`config.mk`:
```
export PLATFORM = sky130hd
export DESIGN_NAME = counter_monitor
export DESIGN_NICKNAME = d
export VERILOG_FILES = /design/src/rtl/counter_monitor.sv
export SDC_FILE = /design/constraint.sdc
export NUM_CORES = 1
export LEC_CHECK = 0
export CAP_MARGIN = 30
export CORE_MARGIN = 3
export CORE_UTILIZATION = 56
export DETAILED_ROUTE_END_ITERATION = 12
export PLACE_DENSITY_LB_ADDON = 0.3
export SLEW_MARGIN = 20
export SYNTH_ARGS = -nofsm -noshare
export SYNTH_HDL_FRONTEND = slang
export SYNTH_SLANG_ARGS = --single-unit
```
`constraint.sdc`:
```
create_clock -name clock -period 2.9 [get_ports clock]
set_input_delay 0.725 -clock clock [delete_from_list [all_inputs] [get_ports clock]]
set_output_delay 0.725 -clock clock [all_outputs]
set_load 0.005 [all_outputs]
```
`src/rtl/counter_monitor.sv`:
```
// Passive sequence checker for a free-running counter bus: locks onto an
// incrementing stream, flags breaks and keeps saturating error/wrap statistics.
module counter_monitor #(
  parameter int WIDTH       = 5,
  parameter int LOCK_THRESH = 4,
  parameter int ERR_W       = 8
) (
  input  logic             clock,
  input  logic             reset,
  input  logic [WIDTH-1:0] count_in,
  input  logic             valid,
  input  logic             clear,
  output logic             locked,
  output logic             mismatch,
  output logic             error_sticky,
  output logic [ERR_W-1:0] error_count,
  output logic [ERR_W-1:0] wrap_count,
  output logic [WIDTH-1:0] expected
);

  // state  | meaning
  // HUNT   | no reference yet; next valid sample seeds the sequence
  // SYNC   | acquiring; counting consecutive in-sequence samples
  // LOCKED | sequence confirmed; breaks are reported as mismatches
  typedef enum logic [1:0] {
    HUNT   = 2'd0,
    SYNC   = 2'd1,
    LOCKED = 2'd2
  } state_t;

  localparam logic [3:0]       THRESH   = 4'(LOCK_THRESH);
  localparam logic [3:0]       RUN_MAX  = 4'hF;
  localparam logic [WIDTH-1:0] ALL_ONES = '1;
  localparam logic [ERR_W-1:0] CNT_MAX  = '1;

  state_t           state, state_nxt;
  logic [3:0]       run, run_nxt, run_inc;
  logic [WIDTH-1:0] expected_nxt, seed_nxt;
  logic [ERR_W-1:0] error_count_nxt, wrap_count_nxt;
  logic             mismatch_nxt, error_sticky_nxt;
  logic             hit;

  assign seed_nxt = count_in + WIDTH'(1);
  assign run_inc  = (run == RUN_MAX) ? run : run + 4'd1;
  assign hit      = (count_in == expected);

  always_comb begin
    state_nxt        = state;
    run_nxt          = run;
    expected_nxt     = expected;
    error_count_nxt  = error_count;
    wrap_count_nxt   = wrap_count;
    error_sticky_nxt = error_sticky;
    mismatch_nxt     = 1'b0;

    if (clear) begin
      state_nxt        = HUNT;
      run_nxt          = 4'd0;
      expected_nxt     = '0;
      error_count_nxt  = '0;
      wrap_count_nxt   = '0;
      error_sticky_nxt = 1'b0;
    end else if (valid) begin
      case (state)
        HUNT: begin
          expected_nxt = seed_nxt;
          run_nxt      = 4'd1;
          state_nxt    = (THRESH == 4'd1) ? LOCKED : SYNC;
        end

        SYNC: begin
          if (hit) begin
            expected_nxt = expected + WIDTH'(1);
            run_nxt      = run_inc;
            if (run_inc == THRESH) state_nxt = LOCKED;
          end else begin
            // Still acquiring: reseed silently rather than flagging an error.
            expected_nxt = seed_nxt;
            run_nxt      = 4'd1;
          end
        end

        LOCKED: begin
          if (hit) begin
            expected_nxt = expected + WIDTH'(1);
            run_nxt      = run_inc;
            if (count_in == ALL_ONES && wrap_count != CNT_MAX)
              wrap_count_nxt = wrap_count + ERR_W'(1);
          end else begin
            mismatch_nxt     = 1'b1;
            error_sticky_nxt = 1'b1;
            if (error_count != CNT_MAX)
              error_count_nxt = error_count + ERR_W'(1);
            expected_nxt = seed_nxt;
            run_nxt      = 4'd1;
            state_nxt    = (THRESH == 4'd1) ? LOCKED : SYNC;
          end
        end

        default: begin
          state_nxt = HUNT;
          run_nxt   = 4'd0;
        end
      endcase
    end
  end

  always_ff @(posedge clock or negedge reset) begin
    if (!reset) begin
      state        <= HUNT;
      run          <= 4'd0;
      expected     <= '0;
      mismatch     <= 1'b0;
      error_sticky <= 1'b0;
      error_count  <= '0;
      wrap_count   <= '0;
    end else begin
      state        <= state_nxt;
      run          <= run_nxt;
      expected     <= expected_nxt;
      mismatch     <= mismatch_nxt;
      error_sticky <= error_sticky_nxt;
      error_count  <= error_count_nxt;
      wrap_count   <= wrap_count_nxt;
    end
  end

  assign locked = (state == LOCKED);

endmodule

```
======== After elaboration in Yosys (flattened, before gate mapping) ========
Cells that the tools add are included.
word-level totals
  bits of input ports ..................... 9
  output and inout bits ................... 24
  flip-flop bits (word level) ............. 29
  memories ................................ 0
  ROM bits ................................ 0
  memory bits (writable) .................. 0
  bits in latches ......................... 0
  logic and storage cells ................. 71
operators by class
  $mul .................................... 0
  eq/ne operators ......................... 12
  shifts and indexed selects .............. 0
  muxes and demuxes ....................... 33
  add/subtract/negate cells ............... 5
  divide/modulo/power cells ............... 0
  magnitude comparators ................... 0
  bitwise gates (word level) .............. 0
  reductions and logical operators ........ 14
operators with widths
  cell                 number
  $mux 8               10
  $add 8x1->8 const B  2
  $mux 4               4
  $ne 8x8->1 const B   2
  $mux 5               3
  $reduce_and 4->1     3
  $add 5x1->5 const B  2
  $mux 2               5
  $pmux 5 s2           1
  $reduce_bool 2->1    5
  $ne 3x3->1 const B   3
  $mux 1               8
  $pmux 4 s2           1
  $pmux 2 s3           1
  $eq 5x5->1           1
  $eq 5x5->1 const B   1
  $add 4x1->4 const B  1
  $eq 4x3->1 const B   1
  $eq 4x4->1 const B   1
  $reduce_and 3->1     1
  $reduce_bool 3->1    1
  $eq 2x1->1 const B   1
  $eq 2x2->1 const B   1
  $logic_not 2->1      1
  other kinds (4)      4

======== Longest topological paths before layout ========
Gate-level depths: netlist (run 1).
  depth after elaboration ................. 8
  mapped depth ............................ 8
  mapped depth without buffers ............ 8

======== Least setup slack after synthesis (run 1) ========
No wires, ideal clock.
  path type ............................... input to register
  start ................................... in count_in[4]
  end ..................................... reg state[0]
  data required time ...................... 2.772 ns
  stages .................................. 6
  setup time .............................. 0.128 ns
  path buffers ............................ 0
  data arrival time ....................... 2.092 ns
  path slack .............................. 0.680 ns
  cells stage by stage .................... xor2_1 > nor4_4 > nand2_1 > nor4_2 > o21ai_1 > mux2_1
on the way
  longest elaborated chain between the ends .. 3
  elaborated cells on any way between the ends .. 4
  classes of those cells .................. eq/ne: 3; reduce/logical: 1
ends and longest elaborated chain
  element                              line  source
  from (decl)                          10    input logic [WIDTH-1:0] count_in,
  $eq 5x5->1 *                         45    assign hit = (count_in == expected);
  $ne 3x3->1 (no source line)          n/a
  $reduce_and 4->1 (no source line) *  n/a
  to (signal assigned)                 118   state <= state_nxt;
  to (decl)                            36    state_t state, state_nxt;
Mark *: on every way between the ends. The rest lies on a longest branch, timed or not.
A chain may end at the register's enable or synchronous reset.

======== Worst setup path in the final report (run 1) ========
  start ................................... in count_in[1]
  end ..................................... reg wrap_count[7]
on the way
  longest elaborated chain between the ends .. 4
  elaborated cells on any way between the ends .. 6
  classes of those cells .................. eq/ne: 2; reduce/logical: 4
ends and longest elaborated chain
  element                              line  source
  $eq 5x5->1                           87    if (count_in == ALL_ONES && wrap_count != CNT_MAX)
  $logic_and 1x1->1                    87
  $reduce_bool 2->1 (no source line)   n/a
  $reduce_and 4->1 (no source line) *  n/a
  to (signal assigned)                 124   wrap_count <= wrap_count_nxt;
  to (decl)                            17    output logic [ERR_W-1:0] wrap_count,
Marks and branches as above.

==> results of run 1 <==
-- cell families after synthesis --
logic type / synth area share, %
and+or+nand+nor: 22.9
muxes: 2.94
xor gates and xnor gates: 10.0
AOI/OAI and AO/OA: 12.8
adders and majority gates: 7.16
buffers and inverters: 2.65
DFF: 41.5
-- through the flow --
stage | area (sq um) | utilization [%] | total power [mW]
after floorplan | 1750 | - | 0.510
after CTS | 2200 | 77.1 | 0.858
after global routing | 2200 | 77.1 | 0.893
final | 2200 | 77.1 | 0.847
after detailed placement | 2130 | 74.7 | 0.574
after global placement | 2130 | 74.7 | 0.569
-- cell usage in the layout, fill, tap and decap left out, drive strengths merged --
cell	count
or3	2
o21bai	1
nor3b	3
nand2	12
buf	6
a211oi	3
inv	7
mux2i	4
ha	10
dfrtp	29
clkbuf	7
nand3	10
nor2	23
or2	1
nor3	6
clkinv	1
and3	4
and4	2
a21oi	9
o211ai	1
o21a	2
a22oi	1
o31ai	1
o21ai	13
mux2	1
and3b	1
xnor2	6
o41ai	1
xor2	14
a311oi	1
nor4	4
a41oi	2
nand4	7
clkdlybuf4s50	32
-- final timing paths --
path                                 from              to  slack [ps]
max in group asynchronous           reset  error_count[6]        1850
hold / removal               error_sticky    error_sticky         520
setup / recovery              count_in[1]   wrap_count[7]         340
setup reg to reg           error_count[0]  error_count[5]         740
hold reg to reg              error_sticky    error_sticky         520
min in group asynchronous           reset   wrap_count[1]         770
-- layer usage --
metal,up-vias,routed length [microns]
met5,-,0
met4,0,54
met3,8,201
met2,55,1890
met1,735,1620
li1,748,-
-- area by class of cell --
cell class                 instances  area [sq um]  share of cell area [%]
tap                               31          38.8                    1.76
multi-input combinational        145           975                    44.3
clock buffer                       7          65.1                    2.96
timing repair buffer              38           365                    16.6
inverter                           7          26.3                    1.19
clock inverter                     1          5.00                   0.227
sequential                        29           726                    33.0
-- report_power, final --
part	internal [mW]	leakage [nW]	switching, mW
combinational	0.0619	0.488	0.0730
sequential	0.416	0.400	0.0173
clock	0.140	0.0413	0.139
total	0.618	0.929	0.229
-- tightest hold or removal path, stage by stage (launching register included) --
cell and delay [ps]:
dfrtp_1 390, inv_1 50, a21oi_1 50
-- state kept, by name, summed over array words and instances, names as in the netlist --
register and cells:
wrap_count 8, error_count 8, state 2, run 4
error_sticky 1, expected 5, mismatch 1
==> results.ini, run 1 <==
[synthesis]
synthTopCellsByArea=dfrtp_1, ha_1, xor2_1
yosys_register_bits=29
synth_edf_count=0
syn_area_per_cell_sq_um=9.39
syn_area_sq_mm=0.00175
syn_nets=205
yosys_warnings=0
yosysMostFrequentCell=dfrtp_1
synth.distinct_cells=36
synth-seq-area-share_pct=41.5
synthArstFlopShare_pct=100
yosys.area.top_type_share_pct=41.5
synth_top_area_cell=dfrtp_1
synth_cells=186
ys_top_cells_by_count=dfrtp_1, nor2_1, xor2_1
ys.flop_type=dfrtp_1

[power]
irDropWorstVdd_mv=0.295
powerDensity_mw_per_mm2=385
cellLeakagePower_nw=0.929

[detailed_routing]
ant_nets=0
routedWlPerCell_microns=14.6
drt_pass1_iterations=4
drt_iter0_drc=120
vias=1546
routed_wl_mm=3.77
routed_via_density=5.99
route.detailed.drc=0

[min_path]
hold_path_class=reg2reg
worstHoldPathCells=2

[layout]
insertedDiodeCount=0
fillCellCount=189
drive_gt1_share_pct=8.81
fin_cells=258
area_growth_pct=26.0
final_nets=245

[setup_path]
reg2reg_depth=7
worstPathArrival_ps=2770
crit_buf_inv=1
critical_path_class=in2reg
worstPathMaxFanout=6
path_cells=clkdlybuf4s50_1, ha_1, and3_1, ha_1, and4_1, o211ai_2, nor4_1, xnor2_1, nor2_1
endpoint_kind=flip-flop
cp.depth=9
cp-start-kind=input pin
cp.required_ps=3110
cpPeakStageDelay_ps=520
slowest_stage=clkdlybuf4s50_1
path_delay_family=simple AND/OR/NAND/NOR gates
path_common_cell=ha_1

[timing]
final.setup.tns_ps=0
setup_viol=0
hold_viol=0
timing.final.ws_setup_ps=341
report.final.slew_viol_count=0
worstMarginPinSlew_ps=495
max_freq_mhz=391
min_period_ps=2560
finalCritPeriodShare_pct=88.2
maxSlewHeadroom_pct=66.9
finClkSkew_ps=7.14
grt_setup_unrepaired=false
hold_slack_ps=524

[place]
gp_congestion=0.885
place_ws_ps=11.9
dpl.cell_count=250
port-buffer-count=32
dp_hpwl_mm=2.87

[cts]
cts_resized=0
clockRootBuffer=clkbuf_4
clock_path_buffers=2
holdBufCountCts=0
cts-buffers-inserted=5
cts.sinks=29
post-cts-setup-buffers=0
clk_pin_slew_ps=90
htreeDepth=2
cts_tree=built
clk_latency_ps=330

[global_route]
use_met1_pct=28.8
grt_remaining_overflow=0
gr-max-usage-layer=met2
antenna_found_initial=0
grt_pass1_vias=1449
grt_max_degree=32
gr-usage-met3_pct=6.61
grt_use_met2_pct=35.9
grt_pass1_wl_mm=6.35
grtUsageTotal_pct=22.4

[job]
maxCapViolCount=0

[floorplan]
die_y_microns=61.9
dieWidth_microns=61.9
fp-row-count=19
ios=33
core_area_sq_mm=0.00285
start_util_pct=61.2
dieArea_sq_mm=0.00383

[run_status]
status=complete, no violations

Note: power is estimated with default switching activity, not from simulation.
==> run 2: changes to the inputs <==
CTS_CLUSTER_SIZE = 14   (was unset)
==> results of run 2 <==
Same layout as run 1: the final DEF is identical, and so are final timing and power.
==> run 3: changes to the inputs <==
--- a/config.mk
+++ b/config.mk
@@ -12,4 +12,5 @@
 export DETAILED_ROUTE_END_ITERATION = 12
 export PLACE_DENSITY_LB_ADDON = 0.3
+export SETUP_SLACK_MARGIN = 0.4
 export SLEW_MARGIN = 20
 export SYNTH_ARGS = -nofsm -noshare
==> constraint.sdc (replaced) <==
create_clock -name clock -period 2.9 [get_ports clock]
set_input_delay 0.725 -clock clock [delete_from_list [all_inputs] [get_ports clock]]
set_output_delay 0.725 -clock clock [all_outputs]
set_load 0.05 [all_outputs]
==> results.ini, run 3 (synthesis results as in run 1) <==
[run_status]
status=complete, no violations

[setup_path]
cpPeakStageDelay_ps=460
crit_buf_inv=1
worstPathArrival_ps=2670
cp.required_ps=3110
path_common_cell=nor4_4
r2r_setup_slack_ps=820
worstPathMaxFanout=4
endpoint_kind=flip-flop
path_cells=clkdlybuf4s50_1, xor2_1, nor4_4, nand2_2, nor4_4, o21ai_1, mux2_1
regToRegEndpoint=error_count[5]
cp-start-kind=input pin
path_delay_family=simple AND/OR/NAND/NOR gates
critical_path_class=in2reg
slowest_stage=clkdlybuf4s50_1
reg2reg_depth=7
r2r-start=error_count[0]

[timing]
final.setup.tns_ps=0
timing.final.ws_setup_ps=435
worstMarginPinSlew_ps=497
hold_viol=0
finalCritPeriodShare_pct=85.0
finClkSkew_ps=7.46
min_period_ps=2460
maxSlewHeadroom_pct=66.8
setup_viol=0
report.final.slew_viol_count=0
grt_setup_unrepaired=true
max_freq_mhz=406

[layout]
drive_gt1_share_pct=11.8
top_regs=error_count x8, wrap_count x8, expected x5
insertedDiodeCount=0
area_growth_pct=30.3
post-route-util_pct=79.8
final_cell_mix=clkdlybuf4s50_1, dfrtp_1, nor2_1
layout_commonest_cell=clkdlybuf4s50_1
final_nets=247

[place]
gp_congestion=0.885
place_ws_ps=11.9
port-buffer-count=32
dp_hpwl_mm=2.87

[cts]
clk_latency_ps=320
cts_tree=built
cts-buffers-inserted=5
clk_pin_slew_ps=90
holdBufCountCts=0
clock_path_buffers=2
cts.sinks=29
clockRootBuffer=clkbuf_4
htreeDepth=2

[detailed_routing]
ant_nets=0
drt_iter0_drc=88
routedWlPerCell_microns=15.8
route.detailed.drc=0
drt_pass1_iterations=4
vias=1569
routed_wl_mm=4.12
routed_via_density=6.03

[global_route]
grt_pass1_wl_mm=6.44
grt_max_degree=32
grt_pass1_vias=1468
antenna_found_initial=0
grtUsageTotal_pct=22.7
grt_remaining_overflow=0

[power]
irDropWorstVdd_mv=0.316
power.total_uw=882
cellLeakagePower_nw=0.953
powerDensity_mw_per_mm2=388

[floorplan]
start_util_pct=61.2
dieArea_sq_mm=0.00383
fp-row-count=19
ios=33
dieWidth_microns=61.9
core_area_sq_mm=0.00285
die_y_microns=61.9

[min_path]
worstHoldPathCells=2
hold_path_class=reg2reg
min_to=error_sticky
worstHoldStart=error_sticky

[job]
maxCapViolCount=0

==> run 3: power by group <==
group | switching (mW) | internal [mW] | leakage (nW) | total [mW]
Combinational | 0.107 | 0.0653 | 0.512 | 0.172
Sequential | 0.0174 | 0.416 | 0.400 | 0.433
Clock | 0.136 | 0.140 | 0.0413 | 0.277
Total | 0.261 | 0.621 | 0.953 | 0.882
==> run 3: metal layers <==
layer | up-vias | GRT usage, % | routed length (microns)
met5 | - | 0 | 0
met1 | 762 | 29.3 | 1720
li1 | 748 | - | -
met4 | 0 | 8.18 | 23
met3 | 5 | 7.23 | 212
met2 | 54 | 35.9 | 2160
==> run 3: worst max path at each step <==
stage                      startpoint       endpoint  slack, ps  depth (start not counted)
final                     count_in[1]       state[0]        440                          7
after global routing      count_in[1]  wrap_count[7]        330                          9
after CTS                 count_in[1]  wrap_count[7]        420                          9
after detailed placement  count_in[1]  wrap_count[7]         10                          9
after global placement    count_in[3]       state[0]        130                          7
after floorplan           count_in[4]       state[0]        660                          6
==> run 3: per-stage QoR <==
stage | area, sq um | hold WS [ps] | instances
floorplan | 1750 | 429 | 186
global placement | 2130 | 502 | 250
detailed placement | 2130 | 518 | 250
CTS | 2210 | 532 | 259
global route | 2280 | 562 | 260
finish | 2280 | 526 | 260
==> run 3: area by class of cell <==
class	count	area, sq um
clock buffer	7	65.1
tap	31	38.8
clock inverter	1	5.00
multi-input combinational	145	1040
timing repair buffer	40	379
fill	179	577
inverter	7	26.3
sequential	29	726
==> run 3: worst min-delay path, cell delays in order (launching register included) <==
cell and delay (ps):
dfrtp_1 390, inv_1 50, a21oi_1 50
==> run 3: what timing repair did <==
item	4_1_cts	5_1_grt
setup endpoints to repair	3	18
gates resized for setup	2	11
pin swaps	1	2
buffers inserted	1	1
gates cloned	0	0
